===== src/rtl/mask_rand_gen_if.sv =====
// Seed / randomness handshake between the DIZY masking core and its
// fresh-randomness source.
interface mask_rand_gen_if #(
  parameter int RW = 8
);
  logic          seed_valid;
  logic [63:0]   seed;
  logic          seed_ready;
  logic          en;
  logic [RW-1:0] z;
  logic          z_valid;

  modport master (
    output seed_valid, seed, en,
    input  seed_ready, z, z_valid
  );

  modport slave (
    input  seed_valid, seed, en,
    output seed_ready, z, z_valid
  );
endinterface


===== src/rtl/mask_rand_gen.sv =====
// Seeded 64-bit Fibonacci LFSR delivering RW fresh bits per cycle to the
// masked AND-XOR gates, with a mandatory warm-up after every seed load.
module mask_rand_gen #(
  parameter int RW     = 8,
  parameter int WARMUP = 64
) (
  input logic            clk,
  input logic            rst,
  mask_rand_gen_if.slave bus
);
  localparam int            CW       = (WARMUP > 1) ? $clog2(WARMUP) : 1;
  localparam logic [CW-1:0] CNT_LAST = CW'(WARMUP - 1);

  typedef enum logic [1:0] {IDLE, WARM, RUN} state_t;

  state_t        r_state;
  logic [63:0]   r_lfsr;
  logic [CW-1:0] r_cnt;
  logic [RW-1:0] r_z;
  logic          r_z_valid;
  logic          r_seed_ready;

  logic [63:0]   w_upd;
  logic [63:0]   w_seed_ld;
  logic          w_accept;

  // RW steps of x^64+x^63+x^61+x^60+1, unrolled into one update
  always_comb begin
    w_upd = r_lfsr;
    for (int i = 0; i < RW; i++)
      w_upd = {w_upd[62:0], w_upd[63] ^ w_upd[62] ^ w_upd[60] ^ w_upd[59]};
  end

  // an all-zero state would lock the LFSR forever
  assign w_seed_ld = (bus.seed == 64'h0) ? 64'h1 : bus.seed;
  assign w_accept  = bus.seed_valid & r_seed_ready;

  always_ff @(posedge clk) begin
    if (rst) begin
      r_state      <= IDLE;
      r_lfsr       <= 64'h0;
      r_cnt        <= '0;
      r_z          <= '0;
      r_z_valid    <= 1'b0;
      r_seed_ready <= 1'b0;
    end else begin
      case (r_state)
        IDLE, RUN: begin
          if (w_accept) begin
            r_lfsr       <= w_seed_ld;
            r_cnt        <= '0;
            r_state      <= WARM;
            r_seed_ready <= 1'b0;
            r_z_valid    <= 1'b0;
            r_z          <= '0;
          end else begin
            r_seed_ready <= 1'b1;
            if (r_state == RUN && bus.en) begin
              r_lfsr <= w_upd;
              r_z    <= w_upd[RW-1:0];
            end
          end
        end
        WARM: begin
          r_lfsr <= w_upd;
          if (r_cnt == CNT_LAST) begin
            r_state      <= RUN;
            r_z          <= w_upd[RW-1:0];
            r_z_valid    <= 1'b1;
            r_seed_ready <= 1'b1;
          end else begin
            r_cnt <= r_cnt + 1'b1;
          end
        end
        default: begin
          r_state      <= IDLE;
          r_z          <= '0;
          r_z_valid    <= 1'b0;
          r_seed_ready <= 1'b0;
        end
      endcase
    end
  end

  assign bus.z          = r_z;
  assign bus.z_valid    = r_z_valid;
  assign bus.seed_ready = r_seed_ready;
endmodule


===== src/flat_wrapper.sv =====
// flat-port wrapper written by rule: the top's interface ports become plain ports
module mask_rand_gen_flat 
#(
  parameter int RW     = 8,
  parameter int WARMUP = 64
)
  (clk, rst, bus_seed_valid, bus_seed, bus_en, bus_seed_ready, bus_z, bus_z_valid);
  mask_rand_gen_if #(.RW(RW)) bus_i ();
  input logic clk;
  input logic rst;
  input wire logic [$bits(bus_i.seed_valid)-1:0] bus_seed_valid;
  input wire logic [$bits(bus_i.seed)-1:0] bus_seed;
  input wire logic [$bits(bus_i.en)-1:0] bus_en;
  output wire logic [$bits(bus_i.seed_ready)-1:0] bus_seed_ready;
  output wire logic [$bits(bus_i.z)-1:0] bus_z;
  output wire logic [$bits(bus_i.z_valid)-1:0] bus_z_valid;
  assign bus_i.seed_valid = bus_seed_valid;
  assign bus_i.seed = bus_seed;
  assign bus_i.en = bus_en;
  assign bus_seed_ready = bus_i.seed_ready;
  assign bus_z = bus_i.z;
  assign bus_z_valid = bus_i.z_valid;
  mask_rand_gen #(.RW(RW), .WARMUP(WARMUP)) u_core (.clk(clk), .rst(rst), .bus(bus_i));
endmodule

===== config.mk =====
export PLATFORM = sky130hd
export DESIGN_NAME = mask_rand_gen_flat
export DESIGN_NICKNAME = d
export VERILOG_FILES = /design/src/rtl/mask_rand_gen_if.sv /design/src/rtl/mask_rand_gen.sv /design/src/flat_wrapper.sv
export SDC_FILE = /design/constraint.sdc
export NUM_CORES = 1
export LEC_CHECK = 0
export ABC_AREA = 1
export CAP_MARGIN = 20
export CORE_UTILIZATION = 23
export DETAILED_ROUTE_END_ITERATION = 7
export GPL_ROUTABILITY_DRIVEN = 0
export PLACE_DENSITY = 0.48
export SYNTH_ARGS = -nofsm -noshare
export SYNTH_HDL_FRONTEND = slang
export SYNTH_SLANG_ARGS = --single-unit

===== constraint.sdc =====
create_clock -name clk -period 2.5 [get_ports clk]
set_clock_uncertainty 0.1 [all_clocks]
set_input_delay 0.375 -clock clk [delete_from_list [all_inputs] [get_ports clk]]
set_output_delay 0.375 -clock clk [all_outputs]
set_load 0.01 [all_outputs]

; ---- Yosys cells after proc, flatten, opt, wreduce, memory -nomap -nowiden
; Cells that the tools add are included.
[op_classes]
addsub = 1
reduce_logical = 9
eq_ne = 7
mux = 19
bitwise_logic = 25
[ops]
columns = operator, count
row1 = $mux W64, 3
row2 = $pmux W64 S2, 1
row3 = $logic_not A64 Y1, 1
row4 = $mux W8, 3
row5 = $xor A1 B1 Y1, 24
row6 = $pmux W8 S2, 1
row7 = $mux W6, 2
row8 = $pmux W6 S2, 1
row9 = $add A6 B1 Y6 const B, 1
row10 = $eq A6 B6 Y1 const B, 1
row11 = $reduce_and A2 Y1, 3
row12 = $mux W2, 2
row13 = $ne A2 B1 Y1 const B, 2
row14 = $pmux W1 S2, 2
row15 = $pmux W2 S2, 1
row16 = $mux W1, 3
row17 = $ne A3 B1 Y1 const B, 1
row18 = $reduce_and A3 Y1, 1
row19 = $eq A2 B1 Y1 const B, 1
row20 = $eq A2 B2 Y1 const B, 1
row21 = $logic_not A2 Y1, 1
row22 = $ne A2 B2 Y1 const B, 1
row23 = $reduce_bool A2 Y1, 1
row24 = $reduce_or A2 Y1, 1
row25 = other kinds (2), 2
[totals]
output_inout_bits = 10
register_bits = 82
input_bits = 68
word_cells = 67

; ---- Depth between registers and ports, before layout
[logic_depth]
depth_word = 6
ltp_mapped = 11
ltp_nobuf = 10

; ---- Worst setup path before layout
; OpenSTA, ideal clock, no wires.
[synth_path]
path_kind = flip-flop to flip-flop
from = reg u_core.r_cnt[0]
to = reg u_core.r_z[0] (netlist: u_core.bus.z[0])
setup_slack_ns = 0.939
t_required_ns = 2.268
synth_period_minus_slack_ns = 1.561
stages_incl_launch_ff = 9
arrival_ns = 1.328
setup_ns = 0.132
path_buffers = 0
cell_sequence = dfxtp_1 -> ha_1 -> nand3_1 -> nor3_2 -> nor2_2 -> a21oi_1 -> inv_1 -> nand2_1 -> a21oi_1
[synth_between]
elab_chain_cells = 3
[synth_lines]
columns = element, line
row1 = start: declaration, mask_rand_gen.sv:18  ; logic [CW-1:0] r_cnt;
row2 = start signal: assignment, mask_rand_gen.sv:72  ; r_cnt <= r_cnt + 1'b1;
row3 = $eq A6 B6 Y1, mask_rand_gen.sv:66  ; if (r_cnt == CNT_LAST) begin
row4 = $ne A2 B1 Y1 (no line), n/a
row5 = $reduce_and A2 Y1 (no line), n/a
row6 = end signal: assignment, mask_rand_gen.sv:60  ; r_z <= w_upd[RW-1:0];
row7 = end signal: assignment, mask_rand_gen.sv:68  ; r_z <= w_upd[RW-1:0];
row8 = end: declaration, mask_rand_gen.sv:19  ; logic [RW-1:0] r_z;
; No other way between the ends.
; A chain may end at the register's enable or synchronous reset.

; ---- Worst setup path after layout
[layout_path]
from = reg u_core.r_state[0]
to = reg u_core.r_lfsr[48]
[layout_between]
elab_chain_cells = 4
[layout_lines]
columns = element, line
row1 = start: declaration, mask_rand_gen.sv:16  ; state_t r_state;
row2 = start signal: assignment, mask_rand_gen.sv:40  ; r_state <= IDLE;
row3 = start signal: assignment, mask_rand_gen.sv:52  ; r_state <= WARM;
row4 = start signal: assignment, mask_rand_gen.sv:67  ; r_state <= RUN;
row5 = $eq A2 B2 Y1 or $logic_not A2 Y1 (tied branches), "mask_rand_gen.sv:47, mask_rand_gen.sv:58"
row6 = $reduce_or A2 Y1 or $logic_and A1 B1 Y1 (tied branches), "mask_rand_gen.sv:47, mask_rand_gen.sv:58"
row7 = $ne A3 B1 Y1 (no line) or $reduce_bool A2 Y1 (tied branches), n/a
row8 = $reduce_and A2 Y1 (no line), n/a
row9 = end signal: assignment, mask_rand_gen.sv:50  ; r_lfsr <= w_seed_ld;
row10 = end signal: assignment, mask_rand_gen.sv:59  ; r_lfsr <= w_upd;
row11 = end signal: assignment, mask_rand_gen.sv:65  ; r_lfsr <= w_upd;
row12 = end: declaration, mask_rand_gen.sv:17  ; logic [63:0] r_lfsr;
; Several ways; a longest one is shown, not always the timed one.

==> results.toml <==
[synth]
synth_seq_area_share_pct = 41.4
syn_avg_cell_area_um2 = 7.01
yosysWarningCount = 0
synthDominantCellAreaShare_pct = 41.4
synth.top_cells.by_area = "dfxtp_1, a21oi_1, nand2_1, o21ai_1, nor2_1"
yosysUniqueCellTypes = 23
yosys.area.top_type = "dfxtp_1"
synthesis.nets = 628
syn_inst = 559
synth_seq_cells = 81
syn_area_mm2 = 0.00392

[worst_setup_path]
cp-end-kind = "flip-flop"
criticalPathCategory = "flip-flop to flip-flop"
reg2reg_slack_ns = 0.65
rr_worst_depth = 7
required_ns = 2.66
cp_slowest_cell = "dfxtp_1"
path_cells = "nand2_2, inv_2, nor2_4, inv_2, buf_12, a21oi_1, a21oi_1"
critical_path_depth = 7
timing.rr.end = "u_core.r_lfsr[48]"
cp_max_fo = 38
cp-start-kind = "flip-flop"
timing.critical_path.buf_inv = 3
crit_path_max_incr_delay_ns = 0.46
cp.arrival_ns = 2.02
cp_top_family = "buffers and inverters"
r2r-start = "u_core.r_state[0]"

[placement]
dpl.hpwl_mm = 8.29
io_buffer_count = 77
pre_cts_ws_ns = 0.323
place_area_mm2 = 0.00489

[sta]
tns_ns = 0
worst_slew_pin_slew_ns = 0.444
relSlewSlack_pct = 70.3
finalCritPeriodShare_pct = 74.2
setup_viol = 0
rsz0062_at_grt = "no"
clock.fmax_mhz = 539
hold_viol = 0
post-route-min-period_ns = 1.85
slew_violations = 0
finalWorstSetupSlack_ns = 0.646

[route]
via_count = 3838
vias_per_cell = 4.54
post_drt_wl_per_cell_um = 13.6
first_iter_violations = 185
ant_nets = 0
wl_mm = 11.5
first_pass_iters = 4
post-route-drc-count = 0

[hold_path]
holdPathEnd = "u_core.bus.z[6]"
hold_path.startpoint = "u_core.bus.z[6]"
worstHoldPathCells = 2
min_path_type = "flip-flop to flip-flop"

[die]
die_h_um = 133
dieArea_mm2 = 0.0176
row_count = 47
coreArea_mm2 = 0.0166
pin_count = 78
start_util_pct = 23.6
die_x_um = 133

[layout]
syn_to_final_growth_pct = 32.3
antennaDiodeCount = 0
layout_commonest_cell = "a21oi_1"
final_cell_mix = "a21oi_1, nand2_1, dfxtp_1, clkdlybuf4s50_1, nor2_1"
final_cell_area_mm2 = 0.00518
fin_nets = 690
drive_above_1_share_pct = 5.75

[clocking]
clock-root-buffer = "clkbuf_16"
numCtsBuffers = 9
clk_pin_slew_ns = 0.06
clockBufferDepth = 2
cts_sinks = 81
hold_buffers = 0
htree_levels = 3
postCtsSetupBuffers = 0
clk_latency_ns = 0.33
cts_tree = "done"
cts_resized = 0

[grt]
antenna_found_initial = 0
overflow = 0
grt_pass1_vias = 3653
grtUsageTotal_pct = 13.4
grt_max_degree = 66
grt_pass1_wl_mm = 18.8

[power_and_ir_drop]
peakVddDrop_v = 0.000353
cellLeakagePower_uw = 0.00191
cellPowerDensity_mw_per_mm2 = 709

[status]
status = "finished, final reports clean"

[job]
max-cap-violations = 0
-- cell type report --
cell class	instances	area, µm²
fill	1826	11400
multi-input combinational	425	2030
sequential	81	1620
timing repair buffer	85	893
tap	220	275
clock buffer	11	233
inverter	19	71.3
clock inverter	5	56.3
-- per-stage QoR --
stage               util [%]  hold WS, ns  cells  total power (µW)
floorplan                  -        0.364    559              2080
global placement        29.5        0.364    830              2400
detailed placement      29.5        0.359    830              2400
CTS                     31.2        0.369    846              3720
global route            31.2        0.387    846              3870
finish                  31.2        0.362    846              3680
-- how the worst max path moves through the flow --
stage,start,endpoint,slack (ns)
2_1_floorplan,u_core.r_cnt[0],u_core.bus.z[0],0.94
3_3_place_gp,bus_seed_valid,u_core.r_lfsr[7],0.35
3_5_place_dp,bus_seed_valid,u_core.r_lfsr[7],0.32
4_1_cts,u_core.r_state[0],u_core.r_lfsr[51],0.63
5_1_grt,u_core.r_state[0],u_core.r_lfsr[0],0.48
6_report,u_core.r_state[0],u_core.r_lfsr[48],0.65
-- synthesized netlist by cell type --
master and count:
buf_2 18, o21ai_2 1, o21ai_1 51, nor3_2 1, nand3_1 17, inv_2 5
inv_1 14, ha_1 1, nand4_1 1, dfxtp_1 81, clkbuf_1 9, nand2_4 2
nor2_2 2, nor2_1 58, o21ai_0 14, buf_6 6, nand2_1 120, nor2_4 2
nand2_2 1, xnor2_1 12, xor2_1 8, a21oi_1 134, buf_4 1
-- sequential cells by signal (all words and copies together) (netlist names) --
name / flops
u_core.r_cnt: 6
u_core.r_lfsr: 64
u_core.bus.z_valid: 1
u_core.bus.seed_ready: 1
u_core.bus.z: 8
u_core.r_state: 1
-- worst reg2reg max path: cells and delay by family, from the launching register on --
family,cells,cell delay [ns]
flip-flops,1,0.46
AO/OA/AOI/OAI,2,0.29
buffers and inverters,3,0.76
AND/OR/NAND/NOR,2,0.18
-- per-layer routing --
metal	part of all wire, %	GRT usage [%]	up-vias	wire [µm]
met5	0	0	-	0
met4	0.69	2.87	0	80
met3	5.0	3.22	7	573
met2	44	20.7	97	5100
met1	50	18.9	1742	5770
li1	-	-	1992	-
-- cell families after synthesis --
logic type / share of synthesized area [%]
xor gates and xnor gates: 4.47
AOI/OAI and AO/OA: 25.6
buffers and inverters: 6.90
and+or+nand+nor: 21.3
DFF: 41.4
adders and majority gates: 0.319
-- report_power, final --
group | total, µW | leakage [µW] | switching (µW) | internal (µW)
clock | 1300 | 0.000139 | 530 | 773
combinational | 831 | 0.00111 | 465 | 366
sequential | 1540 | 0.000666 | 103 | 1440
total | 3680 | 0.00191 | 1100 | 2580
(Power assumes the default switching activity.)
